===== config.mk =====
export PLATFORM = sky130hd
export DESIGN_NAME = mdu_hilo
export DESIGN_NICKNAME = d
export VERILOG_FILES = /design/src/rtl/mini_mips_pkg.sv /design/src/rtl/mdu_shift_add.sv /design/src/rtl/mdu_hilo.sv
export SDC_FILE = /design/constraint.sdc
export NUM_CORES = 1
export LEC_CHECK = 0
export ABC_AREA = 0
export BUFFER_PORTS_ARGS = -buffer_cell sky130_fd_sc_hd__clkbuf_2
export CAP_MARGIN = 30
export CORE_ASPECT_RATIO = 1.2
export CORE_MARGIN = 2
export CORE_UTILIZATION = 61
export CTS_BUF_LIST = sky130_fd_sc_hd__clkbuf_4 sky130_fd_sc_hd__clkbuf_8 sky130_fd_sc_hd__clkbuf_16
export CTS_CLUSTER_SIZE = 24
export DETAILED_ROUTE_END_ITERATION = 7
export GPL_ROUTABILITY_DRIVEN = 1
export GPL_TIMING_DRIVEN = 0
export HOLD_SLACK_MARGIN = 0.02
export PLACE_DENSITY_LB_ADDON = 0.25
export SYNTH_ARGS = -nofsm -noshare
export SYNTH_HDL_FRONTEND = slang
export SYNTH_SLANG_ARGS = --single-unit
export TNS_END_PERCENT = 10

===== constraint.sdc =====
create_clock -name clk -period 6.7 [get_ports clk]
set_input_delay 0.335 -clock clk [delete_from_list [all_inputs] [get_ports clk]]
set_output_delay 0.335 -clock clk [all_outputs]
set_load 0.01 [all_outputs]

===== src/rtl/mini_mips_pkg.sv =====
// mini_mips_pkg: shared MDU op codes, FSM states and default datapath width.
package mini_mips_pkg;

    localparam int MDU_WIDTH = 32;

    typedef enum logic [2:0] {
        MDU_MULT  = 3'b000,
        MDU_MULTU = 3'b001,
        MDU_MADD  = 3'b010,
        MDU_MADDU = 3'b011,
        MDU_MUL   = 3'b100,
        MDU_MTHI  = 3'b101,
        MDU_MTLO  = 3'b110,
        MDU_RSVD  = 3'b111
    } mdu_op_t;

    typedef enum logic [1:0] {
        S_IDLE,
        S_CALC,
        S_FIX,
        S_DONE
    } mdu_state_t;

    function automatic logic mdu_is_mult(input mdu_op_t op);
        return op inside {MDU_MULT, MDU_MULTU, MDU_MADD, MDU_MADDU, MDU_MUL};
    endfunction

    function automatic logic mdu_is_signed(input mdu_op_t op);
        return op inside {MDU_MULT, MDU_MADD, MDU_MUL};
    endfunction

    function automatic logic mdu_is_acc(input mdu_op_t op);
        return op inside {MDU_MADD, MDU_MADDU};
    endfunction

    // ALU-side alu_control encodings that route to the MDU
    function automatic mdu_op_t alu_to_mdu(input logic [3:0] ctl);
        return ctl == 4'b1011 ? MDU_MUL :
               ctl == 4'b1100 ? MDU_MADD :
               ctl == 4'b1101 ? MDU_MADDU : MDU_RSVD;
    endfunction

endpackage


===== src/rtl/mdu_shift_add.sv =====
// mdu_shift_add: radix-2 shift-add magnitude multiplier, one multiplier bit per step.
module mdu_shift_add #(
    parameter int WIDTH = 32
) (
    input  logic               clk,
    input  logic               rst_n,
    input  logic               load_i,
    input  logic               step_i,
    input  logic [WIDTH-1:0]   a_i,
    input  logic [WIDTH-1:0]   b_i,
    output logic [2*WIDTH-1:0] prod_o,
    output logic               last_o
);

    localparam int CW = $clog2(WIDTH) + 1;

    logic [2*WIDTH-1:0] mcand_q, mcand_d, prod_q, prod_d;
    logic [WIDTH-1:0]   mplier_q, mplier_d;
    logic [CW-1:0]      cnt_q, cnt_d;

    always_comb begin
        mcand_d  = load_i ? {{WIDTH{1'b0}}, a_i} : step_i ? mcand_q << 1 : mcand_q;
        mplier_d = load_i ? b_i : step_i ? mplier_q >> 1 : mplier_q;
        prod_d   = load_i ? '0 : (step_i && mplier_q[0]) ? prod_q + mcand_q : prod_q;
        cnt_d    = load_i ? CW'(WIDTH) : step_i ? cnt_q - CW'(1) : cnt_q;
    end

    always_ff @(posedge clk or negedge rst_n) begin
        if (!rst_n) begin
            mcand_q  <= '0;
            mplier_q <= '0;
            prod_q   <= '0;
            cnt_q    <= '0;
        end else begin
            mcand_q  <= mcand_d;
            mplier_q <= mplier_d;
            prod_q   <= prod_d;
            cnt_q    <= cnt_d;
        end
    end

    // high during the cycle whose step consumes the final multiplier bit
    assign last_o = cnt_q == CW'(1);
    assign prod_o = prod_q;

endmodule


===== src/rtl/mdu_hilo.sv =====
// mdu_hilo: iterative multiply/accumulate unit holding architectural HI/LO.
module mdu_hilo
    import mini_mips_pkg::*;
#(
    parameter int WIDTH = MDU_WIDTH
) (
    input  logic             clk,
    input  logic             rst_n,
    input  logic             start,
    input  logic [2:0]       op,
    input  logic [WIDTH-1:0] input1,
    input  logic [WIDTH-1:0] input2,
    input  logic             flush,
    output logic             busy,
    output logic             done,
    output logic [WIDTH-1:0] result,
    output logic [WIDTH-1:0] hi,
    output logic [WIDTH-1:0] lo
);

    mdu_state_t         state_q, state_d;
    mdu_op_t            op_e, op_q;
    logic               sign_q, accept, load, step, last, commit;
    logic [WIDTH-1:0]   hi_q, lo_q, result_q, a_mag, b_mag;
    logic [2*WIDTH-1:0] prod, fixed, hilo_sum;

    assign op_e   = mdu_op_t'(op);
    assign accept = start && state_q == S_IDLE;
    assign a_mag  = (mdu_is_signed(op_e) && input1[WIDTH-1]) ? -input1 : input1;
    assign b_mag  = (mdu_is_signed(op_e) && input2[WIDTH-1]) ? -input2 : input2;

    always_ff @(posedge clk or negedge rst_n) begin
        if (!rst_n) state_q <= S_IDLE;
        else        state_q <= state_d;
    end

    always_comb begin
        state_d = state_q;
        case (state_q)
            S_IDLE:  if (start) state_d = mdu_is_mult(op_e) ? S_CALC : S_DONE;
            S_CALC:  state_d = flush ? S_IDLE : last ? S_FIX : S_CALC;
            S_FIX:   state_d = flush ? S_IDLE : S_DONE;
            default: state_d = S_IDLE;
        endcase
    end

    always_comb begin
        busy   = state_q == S_CALC || state_q == S_FIX;
        done   = state_q == S_DONE;
        load   = accept && mdu_is_mult(op_e);
        step   = state_q == S_CALC;
        commit = state_q == S_FIX && !flush;
    end

    mdu_shift_add #(.WIDTH(WIDTH)) u_core (
        .clk    (clk),
        .rst_n  (rst_n),
        .load_i (load),
        .step_i (step),
        .a_i    (a_mag),
        .b_i    (b_mag),
        .prod_o (prod),
        .last_o (last)
    );

    // two's-complement fix-up, then modulo-2^(2W) accumulate into HI/LO
    assign fixed    = sign_q ? -prod : prod;
    assign hilo_sum = fixed + (mdu_is_acc(op_q) ? {hi_q, lo_q} : '0);

    always_ff @(posedge clk or negedge rst_n) begin
        if (!rst_n) begin
            op_q     <= MDU_MULT;
            sign_q   <= 1'b0;
            hi_q     <= '0;
            lo_q     <= '0;
            result_q <= '0;
        end else begin
            if (accept) begin
                op_q   <= op_e;
                sign_q <= mdu_is_signed(op_e) && (input1[WIDTH-1] ^ input2[WIDTH-1]);
            end
            if (accept && op_e == MDU_MTHI) hi_q <= input1;
            if (accept && op_e == MDU_MTLO) lo_q <= input1;
            if (commit && op_q == MDU_MUL) result_q <= fixed[WIDTH-1:0];
            if (commit && op_q != MDU_MUL) {hi_q, lo_q} <= hilo_sum;
        end
    end

    assign hi     = hi_q;
    assign lo     = lo_q;
    assign result = result_q;

endmodule

Word level (Yosys, flattened, before mapping). Index checks and enable logic that the tools add are counted. Widths: inputs -> output; s select.

Register bits: 268. Input bits: 71. Word-level logic and storage cells: 76.

Add/subtract/negate cells: 6. Equality and inequality tests: 15. Multiplexer cells: 22. Bitwise gates (word level): 1. Reduce and logical (&&, ||, !) cells: 22.

Operators with widths (count): $mux 64 (6); $mux 32 (8); $add 64x64->64 (2); $neg 32->32 (2); $neg 64->64 (1); $eq 3x2->1 const B (4); $eq 3x3->1 const B (4); $mux 6 (2); $logic_and 1x1->1 (11); $mux 2 (5); $reduce_bool 2->1 (5); $eq 6x1->1 const B (1); $pmux 2 s3 (1); $sub 6x1->6 const B (1); $reduce_bool 5->1 (1); $eq 2x2->1 const B (2); $eq 3x1->1 const B (1); $logic_not 3->1 (1); $ne 3x3->1 const B (1); $reduce_bool 3->1 (1); $eq 2x1->1 const B (1); $logic_not 2->1 (1); $ne 2x2->1 const B (1); $logic_not 1->1 (1); 2 further kinds (2).

Longest topological paths before layout. Gate-level depths: netlist (run 1).

Depth in word-level cells: 5. Depth in mapped cells: 21. Depth with buffers taken out: 20.

By module. From an unflattened synthesis (run 1), not the netlist that was laid out.

Cell total of the unflattened synthesis: 2612. Area, all modules: 21971.1 um^2.

By module, submodules not included: mdu_hilo (times used 1, cells each 1408, area an instance 11294.6 um^2, sequential area each 2552.4 um^2); mdu_shift_add (times used 1, cells each 1204, area an instance 10676.5 um^2, sequential area each 4154.0 um^2).

Worst setup path after synthesis (run 1). No wires, ideal clock.

Path type: register -> register. Start: register u_core.prod_q[6], in the netlist u_core.prod_o[6]. End: register hi_q[31], in the netlist hi[31]. Library setup time: 94 ps. Data arrival time: 5038 ps. Data required time: 6606 ps. Slack: 1568 ps. Stages on the path, launching flop included: 20. Path buffers: 1. Period minus slack after synthesis: 5132 ps. Cell sequence: dfrtp_1 or4_1 nor4_1 nand2b_1 or3_1 or2_2 o41ai_1 xnor2_1 ha_1 clkbuf_1 nand4_1 a21oi_1 o21ai_0 a21boi_0 nor3_1 o31a_1 o31a_1 o21ai_0 a21oi_1 a211oi_1.

Longest elaborated chain between the ends: 4.

Ends and longest elaborated chain: from (decl) (line mdu_shift_add.sv:17) `logic [2*WIDTH-1:0] mcand_q, mcand_d, prod_q, prod_d;`; from (signal assigned) (line mdu_shift_add.sv:37) `prod_q <= prod_d;`; $neg 64->64 (line mdu_hilo.sv:67) `assign fixed = sign_q ? -prod : prod;`; $mux 64 (line mdu_hilo.sv:67); net fixed[23] (line mdu_hilo.sv:25) `logic [2*WIDTH-1:0] prod, fixed, hilo_sum;`; $add 64x64->64 (line mdu_hilo.sv:68) `assign hilo_sum = fixed + (mdu_is_acc(op_q) ? {hi_q, lo_q} : '0);`; $mux 32 (line mdu_hilo.sv:85) `if (commit && op_q != MDU_MUL) {hi_q, lo_q} <= hilo_sum;`; to (signal assigned) (line mdu_hilo.sv:82) `if (accept && op_e == MDU_MTHI) hi_q <= input1;`; to (signal assigned) (line mdu_hilo.sv:85); to (decl) (line mdu_hilo.sv:24) `logic [WIDTH-1:0] hi_q, lo_q, result_q, a_mag, b_mag;`.

The timed path passes the listed nets, and every way through them passes these cells. A chain may end at the register's enable or synchronous reset.

Final worst setup path (run 1).
Start: register u_core.prod_q[22], in the netlist u_core.prod_o[22]. End: register hi_q[26], in the netlist hi[26].

The elaborated chain is that of the path after synthesis.

==> impl_metrics.json, run 1 <==
{
  "cts.sinks": 268,
  "placeable_core_region_um2": 35100,
  "synth.yosys.seq_area_share": 0.308,
  "global_route.usage.met2": 0.647,
  "finClkSkew_ns": 0.0277,
  "clock_latency_ns": 0.60,
  "placementRows": 75,
  "cts_setup_buffers": 0,
  "critPathKind": "flip-flop to flip-flop",
  "period_needed_ns": 6.37,
  "cts.reportedPaths.clkPinSlew_ns": 0.06,
  "area_growth_from_synthesis_to_final_layout_pct": 12.0,
  "timing_hold_violations_final": 0,
  "grt_first_pass_wirelength_um": 115000,
  "post-layout-total-power_mw": 12.5,
  "place.detailed.instances": 3220,
  "crit_required_ns": 7.14,
  "leakagePower_nw": 11.2,
  "synth_enable_flop_cells": 0,
  "async_flop_share": 1.00,
  "timing_startpoint_of_the_critical_path": "u_core.prod_o[22]",
  "drt_iter0_drc": 1865,
  "postSynthNetCount": 2796,
  "main_combinational_cell_family_by_area_after_synthesis": "compound AO/OA/AOI/OAI gates",
  "synthCells": 2588,
  "ff2ff_path_depth": 19,
  "die_w_um": 177,
  "power.ir.vdd_worst_uv": 353,
  "synth_seq_cells": 268,
  "synth.top_cells.by_area": "sky130_fd_sc_hd__dfrtp_1 31%, sky130_fd_sc_hd__ha_1 7.8%, sky130_fd_sc_hd__xnor2_1 6.5%",
  "vias": 21300,
  "maximum_number_of_pins_on_one_net_before_global_route_repair": 105,
  "grtUsageMet3": 0.0578,
  "track_usage": 0.400,
  "critical_path.endpoint": "hi[26]",
  "ratio_of_cells_with_drive_above_1_in_the_final_layout": 0.104,
  "synth_flop_cell": "sky130_fd_sc_hd__dfrtp_1",
  "final_critical_path_setup_slack_ns": 0.331,
  "overall_die_area_um2": 37300,
  "cts_max_level": 1,
  "postRouteAntennaNets": 0,
  "run_status": "finished, final reports clean",
  "library_cell_used_as_clock_root_buffer": "sky130_fd_sc_hd__clkbuf_16",
  "instances_no_fill": 3280,
  "critical_path_peak_fanout": 8,
  "route.final.wire_length_um": 75400,
  "gr-usage-met1": 0.518,
  "initial_utilization": 0.621,
  "setup_viol_count_final": 0,
  "synth_adder_area_share": 0.0793,
  "synth_top_area_share": 0.308,
  "post-dp-hpwl_um": 58400,
  "first_pass_iters": 5,
  "cts_made_buffers": 31,
  "die_height_um": 211,
  "setup_tns_final_ns": 0,
  "cellPowerDensity_nw_per_um2": 512,
  "cts_tree": "done",
  "max_fclk_mhz": 157,
  "compound_gate_portion_of_the_synthesized_area": 0.226,
  "top_usage_layer": "met2",
  "worst_reg2reg_setup_slack_ns": 0.33,
  "synthSimpleGateAreaFrac": 0.178,
  "unrepaired_setup_endpoints_after_global_routing": "false",
  "avgSynthCellArea_um2": 8.42,
  "grt_overflow": 0,
  "hold_slack_ns": 0.0378,
  "grt_antenna_before_repair": 2,
  "place_congestion": 1.00,
  "synthXorXnorAreaFrac": 0.0936,
  "synth.mux.area_fraction": 0.0813,
  "io_pins": 169,
  "rr_endpoint": "hi[26]",
  "timing.slew.headroom": 0.319,
  "yosysTopAreaCell": "sky130_fd_sc_hd__dfrtp_1",
  "worstMarginPinSlew_ns": 1.01,
  "nets": 3000,
  "wl_per_cell_um": 23.0,
  "ys.warnings.count": 0,
  "worst_slack_at_placement_ns": 0.0712,
  "hold_path.class": "primary input to flip-flop",
  "clock_tree.buffer_depth": 3,
  "cp-end-kind": "flip-flop",
  "max-cap-violations": 0,
  "final_min_period_over_clock_period": 0.951,
  "routed_vias_inst": 6.49,
  "drc": 0,
  "worst-endpoint-arrival_ns": 6.80,
  "synth_area_um2": 21800,
  "first_global_vias": 20600,
  "r2r-start": "u_core.prod_o[22]",
  "port_buffers": 166,
  "worstSetupStartpointType": "flip-flop",
  "yosysUniqueCellTypes": 68,
  "final_max_slew_viols": 0
}
-- critical path, cell delays in order (launching register included) --
cell and delay, ns:
sky130_fd_sc_hd__dfrtp_1 0.46, sky130_fd_sc_hd__or4_1 0.58, sky130_fd_sc_hd__or3_1 0.36, sky130_fd_sc_hd__nor3_1 0.39, sky130_fd_sc_hd__or4b_1 0.58, sky130_fd_sc_hd__clkbuf_1 0.23
sky130_fd_sc_hd__o41ai_1 0.39, sky130_fd_sc_hd__xnor2_1 0.22, sky130_fd_sc_hd__ha_1 0.28, sky130_fd_sc_hd__clkbuf_1 0.22, sky130_fd_sc_hd__and4_1 0.31, sky130_fd_sc_hd__nand3_1 0.17
sky130_fd_sc_hd__nor2_1 0.07, sky130_fd_sc_hd__a311oi_1 0.28, sky130_fd_sc_hd__o21a_1 0.21, sky130_fd_sc_hd__o21a_1 0.23, sky130_fd_sc_hd__a31oi_2 0.20, sky130_fd_sc_hd__a311oi_1 0.71
sky130_fd_sc_hd__xor2_1 0.22, sky130_fd_sc_hd__o21ai_0 0.09
-- repair_timing --
action                                 CTS  global route
endpoints found under the hold margin   60             0
setup endpoints to repair                0             5
hold buffers                             1             0
resized for setup                        0             3
-- metrics by stage --
stage	util	instance area [um2]
after floorplan	-	21800
after global placement	0.661	23200
after detailed placement	0.664	23300
after CTS	0.695	24400
after global routing	0.695	24400
final	0.696	24400
-- layer usage --
layer  share of wire  up-vias
li1                -     9778
met1            0.40    10200
met2            0.46     1060
met3           0.084      231
met4           0.057        2
met5         0.00017        -
-- sequential cells by signal, indices dropped and copies added, names as in the netlist --
signal           flops
result              32
sign_q               1
state_q              2
op_q                 3
lo                  32
u_core.prod_o       64
hi                  32
u_core.mplier_q     32
u_core.cnt_q         6
u_core.mcand_q      64
-- final cells by class --
cell class | count | area, um2
inverters | 47 | 176
fillers | 2841 | 10700
repair buffers | 171 | 921
well taps | 462 | 578
clock inverters | 10 | 143
diodes | 2 | 5.00
flip-flops and latches | 268 | 6710
plain buffers | 148 | 557
multi-input cells | 2125 | 14400
clock buffers | 47 | 958
-- where the power goes --
group	internal (mW)	total, mW	switching [mW]
Sequential	2.29	3.06	0.773
Combinational	2.85	7.60	4.75
Clock	1.10	1.85	0.747
-- how the worst min path moves through the flow --
stage                   start             endpoint  slack, ns  cells after the start
CTS                 input2[0]   u_core.mplier_q[0]       0.03                      3
global route        input2[0]   u_core.mplier_q[0]       0.05                      3
floorplan               rst_n                hi[0]       0.04                      0
global placement      op_q[2]              op_q[2]       0.48                      2
detailed placement      rst_n  u_core.mplier_q[25]       0.35                      1
finish              input2[0]   u_core.mplier_q[0]       0.04                      3
-- cells by family after synthesis --
| group | count (synthesis) |
|---|---|
| xor+xnor | 233 |
| compound gates | 786 |
| flops | 268 |
| buf+inv | 195 |
| fa+ha+maj | 137 |
| simple gates | 797 |
| mux | 172 |
-- cell usage in the layout (no fill, tap or decap), types with 9 or more instances in the layout --
| cell type | n |
|---|---|
| sky130_fd_sc_hd__a211oi_1 | 41 |
| sky130_fd_sc_hd__a21o_1 | 88 |
| sky130_fd_sc_hd__a21oi_1 | 217 |
| sky130_fd_sc_hd__a22o_1 | 21 |
| sky130_fd_sc_hd__a31oi_1 | 26 |
| sky130_fd_sc_hd__and2_1 | 77 |
| sky130_fd_sc_hd__and3_1 | 19 |
| sky130_fd_sc_hd__buf_1 | 16 |
| sky130_fd_sc_hd__clkbuf_1 | 131 |
| sky130_fd_sc_hd__clkbuf_16 | 31 |
| sky130_fd_sc_hd__clkbuf_2 | 165 |
| sky130_fd_sc_hd__clkbuf_8 | 11 |
| sky130_fd_sc_hd__dfrtp_1 | 268 |
| sky130_fd_sc_hd__ha_1 | 135 |
| sky130_fd_sc_hd__inv_1 | 47 |
| sky130_fd_sc_hd__mux2_2 | 41 |
| sky130_fd_sc_hd__mux2i_1 | 131 |
| sky130_fd_sc_hd__nand2_1 | 309 |
| sky130_fd_sc_hd__nand2b_1 | 14 |
| sky130_fd_sc_hd__nand3_1 | 43 |
| sky130_fd_sc_hd__nand4_1 | 32 |
| sky130_fd_sc_hd__nor2_1 | 136 |
| sky130_fd_sc_hd__nor2b_1 | 35 |
| sky130_fd_sc_hd__nor3_1 | 33 |
| sky130_fd_sc_hd__nor4_1 | 13 |
| sky130_fd_sc_hd__o21a_1 | 18 |
| sky130_fd_sc_hd__o21ai_0 | 221 |
| sky130_fd_sc_hd__o21bai_1 | 30 |
| sky130_fd_sc_hd__o31ai_1 | 32 |
| sky130_fd_sc_hd__o41ai_1 | 17 |
| sky130_fd_sc_hd__or2_2 | 9 |
| sky130_fd_sc_hd__or3_1 | 23 |
| sky130_fd_sc_hd__or4_1 | 23 |
| sky130_fd_sc_hd__xnor2_1 | 161 |
| sky130_fd_sc_hd__xor2_1 | 72 |
-- synth_stat cells, types with 16 or more instances --
library cell,instances
sky130_fd_sc_hd__nand2_1,309
sky130_fd_sc_hd__dfrtp_1,268
sky130_fd_sc_hd__o21ai_0,222
sky130_fd_sc_hd__a21oi_1,217
sky130_fd_sc_hd__xnor2_1,161
sky130_fd_sc_hd__nor2_1,136
sky130_fd_sc_hd__ha_1,135
sky130_fd_sc_hd__clkbuf_1,131
sky130_fd_sc_hd__mux2i_1,131
sky130_fd_sc_hd__a21o_1,88
sky130_fd_sc_hd__and2_1,77
sky130_fd_sc_hd__xor2_1,72
sky130_fd_sc_hd__inv_1,47
sky130_fd_sc_hd__nand3_1,43
sky130_fd_sc_hd__a211oi_1,41
sky130_fd_sc_hd__mux2_2,41
sky130_fd_sc_hd__nor2b_1,35
sky130_fd_sc_hd__nor3_1,33
sky130_fd_sc_hd__nand4_1,32
sky130_fd_sc_hd__o31ai_1,32
sky130_fd_sc_hd__o21bai_1,30
sky130_fd_sc_hd__a31oi_1,27
sky130_fd_sc_hd__or3_1,23
sky130_fd_sc_hd__or4_1,23
sky130_fd_sc_hd__a22o_1,21
sky130_fd_sc_hd__and3_1,19
sky130_fd_sc_hd__o21a_1,18
sky130_fd_sc_hd__o41ai_1,17
sky130_fd_sc_hd__buf_1,16
(Power assumes the default switching activity.)
==> run 2: changes to the inputs <==
Settings changed: BUFFER_PORTS_ARGS -buffer_cell sky130_fd_sc_hd__clkbuf_2 to -buffer_cell sky130_fd_sc_hd__buf_2.
==> run 2 against run 1 <==
Net effect:
- sequential share of layout area grew 0.075 points
- critical path depth shrank 3
- clock skew shrank 0.017 ns
- first-iteration DRC count grew 1.6%
- largest power group unchanged
- clock power shrank 6%
- final area shrank 0.27%
- wire length shrank 1.8%
- worst setup slack gained 0.11 ns
- core utilization shrank 0.19 points
- worst hold slack gained 0.016 ns
- via count shrank 0.63%
==> impl_metrics.json, run 2 (synthesis results as in run 1) <==
{
  "max-cap-violations": 0,
  "track_usage": 0.392,
  "port_buffers": 166,
  "max_fclk_mhz": 160,
  "most-common-layout-cells": "309 x sky130_fd_sc_hd__nand2_1, 268 x sky130_fd_sc_hd__dfrtp_1, 221 x sky130_fd_sc_hd__o21ai_0, 217 x sky130_fd_sc_hd__a21oi_1, 166 x sky130_fd_sc_hd__buf_2",
  "worstSetupStartpointType": "flip-flop",
  "first_pass_iters": 8,
  "grt_antenna_before_repair": 2,
  "drc": 0,
  "worst_hold_path.num_cells": 2,
  "period_needed_ns": 6.25,
  "ratio_of_cells_with_drive_above_1_in_the_final_layout": 0.103,
  "overall_die_area_um2": 37300,
  "cts.sinks": 268,
  "leakagePower_nw": 11.2,
  "worstPathBufferInverterCount": 2,
  "final_max_slew_viols": 0,
  "post-dp-hpwl_um": 58200,
  "routed_vias_inst": 6.45,
  "finClkSkew_ns": 0.0106,
  "rr_endpoint": "hi[26]",
  "cp-end-kind": "flip-flop",
  "nets": 3000,
  "cts_tree": "done",
  "run_status": "finished, final reports clean",
  "worstHoldStart": "op[0]",
  "area_growth_from_synthesis_to_final_layout_pct": 11.7,
  "io_pins": 169,
  "post-layout-total-power_mw": 12.4,
  "unrepaired_setup_endpoints_after_global_routing": "false",
  "cts.reportedPaths.clkPinSlew_ns": 0.06,
  "power.ir.vdd_worst_uv": 294,
  "fillerInstances": 2835,
  "wl_per_cell_um": 22.6,
  "drt_iter0_drc": 1895,
  "die_height_um": 211,
  "cts_made_buffers": 30,
  "grt_first_pass_wirelength_um": 114000,
  "timing.hold.worst_endpoint": "op_q[0]",
  "maximum_number_of_pins_on_one_net_before_global_route_repair": 92,
  "clock_power_share": 0.141,
  "clock_latency_ns": 0.60,
  "internal_power_mw": 6.17,
  "hold_slack_ns": 0.0538,
  "final_min_period_over_clock_period": 0.933,
  "critPathTopFamily": "simple AND/OR/NAND/NOR gates",
  "timing.slew.headroom": 0.290,
  "p_sw_frac": 0.501,
  "critical_path_peak_fanout": 7,
  "clock_tree.buffer_depth": 3,
  "crit_required_ns": 7.20,
  "timing_hold_violations_final": 0,
  "critPathMaxStageDelay_ns": 0.78,
  "layout.cells.most_common": "sky130_fd_sc_hd__nand2_1",
  "worst_reg2reg_setup_slack_ns": 0.45,
  "setup_tns_final_ns": 0,
  "worstMarginPinSlew_ns": 1.05,
  "die_w_um": 177,
  "critical_path.slowest_cell": "sky130_fd_sc_hd__or4b_2",
  "multiInputGateArea_um2": 14400,
  "ff2ff_path_depth": 16,
  "vias": 21100,
  "route.final.wire_length_um": 74100,
  "setup_viol_count_final": 0,
  "final-seq-area_um2": 6710,
  "place_congestion": 0.994,
  "cellPowerDensity_nw_per_um2": 508,
  "initial_utilization": 0.621,
  "first_global_vias": 20300,
  "cts_max_level": 1,
  "library_cell_used_as_clock_root_buffer": "sky130_fd_sc_hd__clkbuf_16",
  "p_seq_frac": 0.247,
  "net-switching-power_mw": 6.20,
  "critPathKind": "flip-flop to flip-flop",
  "grt_overflow": 0,
  "placeable_core_region_um2": 35100,
  "critical-path-top-cell-by-count": "sky130_fd_sc_hd__clkbuf_1",
  "r2r-start": "u_core.prod_o[22]",
  "combinational_share_of_power": 0.613,
  "hold_path.class": "primary input to flip-flop",
  "worst-endpoint-arrival_ns": 6.76,
  "placementRows": 75,
  "postRouteAntennaNets": 0,
  "timing.critical_path.cells": "or4_1 > or3_1 > nor3_1 > or4b_1 > clkbuf_1 > o31ai_1 > xnor2_1 > ha_1 > clkbuf_1 > and4_1 > nand3_1 > or4b_2 > a31oi_1 > a311oi_1 > xor2_1 > o21ai_0"
}
-- run 2: changes by cell type in the layout (fill, tap and decap cells not counted), moves of 2 or more --
cell	delta
sky130_fd_sc_hd__buf_2	+164
sky130_fd_sc_hd__clkbuf_2	-165
sky130_fd_sc_hd__clkbuf_4	+3
sky130_fd_sc_hd__clkbuf_8	-5
sky130_fd_sc_hd__clkinv_2	+2
sky130_fd_sc_hd__clkinv_4	-2
sky130_fd_sc_hd__clkinvlp_4	+2
sky130_fd_sc_hd__inv_6	-2
-- run 2: worst max-delay path by stage --
stage               cells past startpoint               from  endpoint
finish                                 16  u_core.prod_o[22]    hi[26]
detailed placement                     19   u_core.prod_o[5]    hi[31]
global placement                       19   u_core.prod_o[5]    hi[31]
global route                           19   u_core.prod_o[5]    hi[31]
CTS                                    19   u_core.prod_o[5]    hi[31]
floorplan                              19   u_core.prod_o[6]    hi[31]
-- run 2: through the flow --
stage | cells | setup slack (ns) | area [um2] | utilization
finish | 3279 | 0.446 | 24300 | 0.694
detailed placement | 3220 | -0.0185 | 23300 | 0.664
floorplan | 2588 | 1.57 | 21800 | -
global placement | 3216 | 0.107 | 23200 | 0.661
CTS | 3277 | 0.178 | 24300 | 0.693
global route | 3279 | 0.0630 | 24300 | 0.694
-- run 2: final cells by class --
class                   instances  share of cell area
multi-input cells            2125               0.590
flip-flops and latches        268               0.275
repair buffers                172              0.0384
clock buffers                  46              0.0380
well taps                     462              0.0237
plain buffers                 148              0.0229
inverters                      47             0.00725
clock inverters                 9             0.00421
diodes                          2            0.000206
-- run 2: worst reg2reg max path: cells and delay by family (launching register included) --
kind	cells	cell delay [ns]
adder cells (fa/ha/maj)	1	0.30
flip-flops	1	0.44
XOR/XNOR	2	0.36
AND/OR/NAND/NOR	7	3.19
AO/OA/AOI/OAI	4	1.28
buffers and inverters	2	0.58
-- run 2: what timing repair did --
item / CTS / global route
pin swaps: 0 / 0
hold endpoints to repair: 91 / 0
gates cloned: 0 / 0
setup buffers: 0 / 0
gates resized for setup: 1 / 2
setup endpoints to repair: 3 / 3
hold buffers: 2 / 0
-- run 2: per-layer routing --
layer | wire, um | global-route usage | vias to the layer above
met2 | 33700 | 0.638 | 984
met3 | 5810 | 0.0400 | 196
met4 | 4270 | 0.208 | 0
li1 | - | - | 9774
met5 | 0 | 0 | -
met1 | 30300 | 0.515 | 10200
-- run 2: power groups by stage --
stage               clock, mW  combinational, mW  sequential, mW
global placement            0               7.17            2.98
global route             1.80               8.29            3.11
CTS                      1.74               7.42            3.01
detailed placement          0               7.35            3.03
finish                   1.74               7.58            3.05
floorplan                   0               5.30            2.87
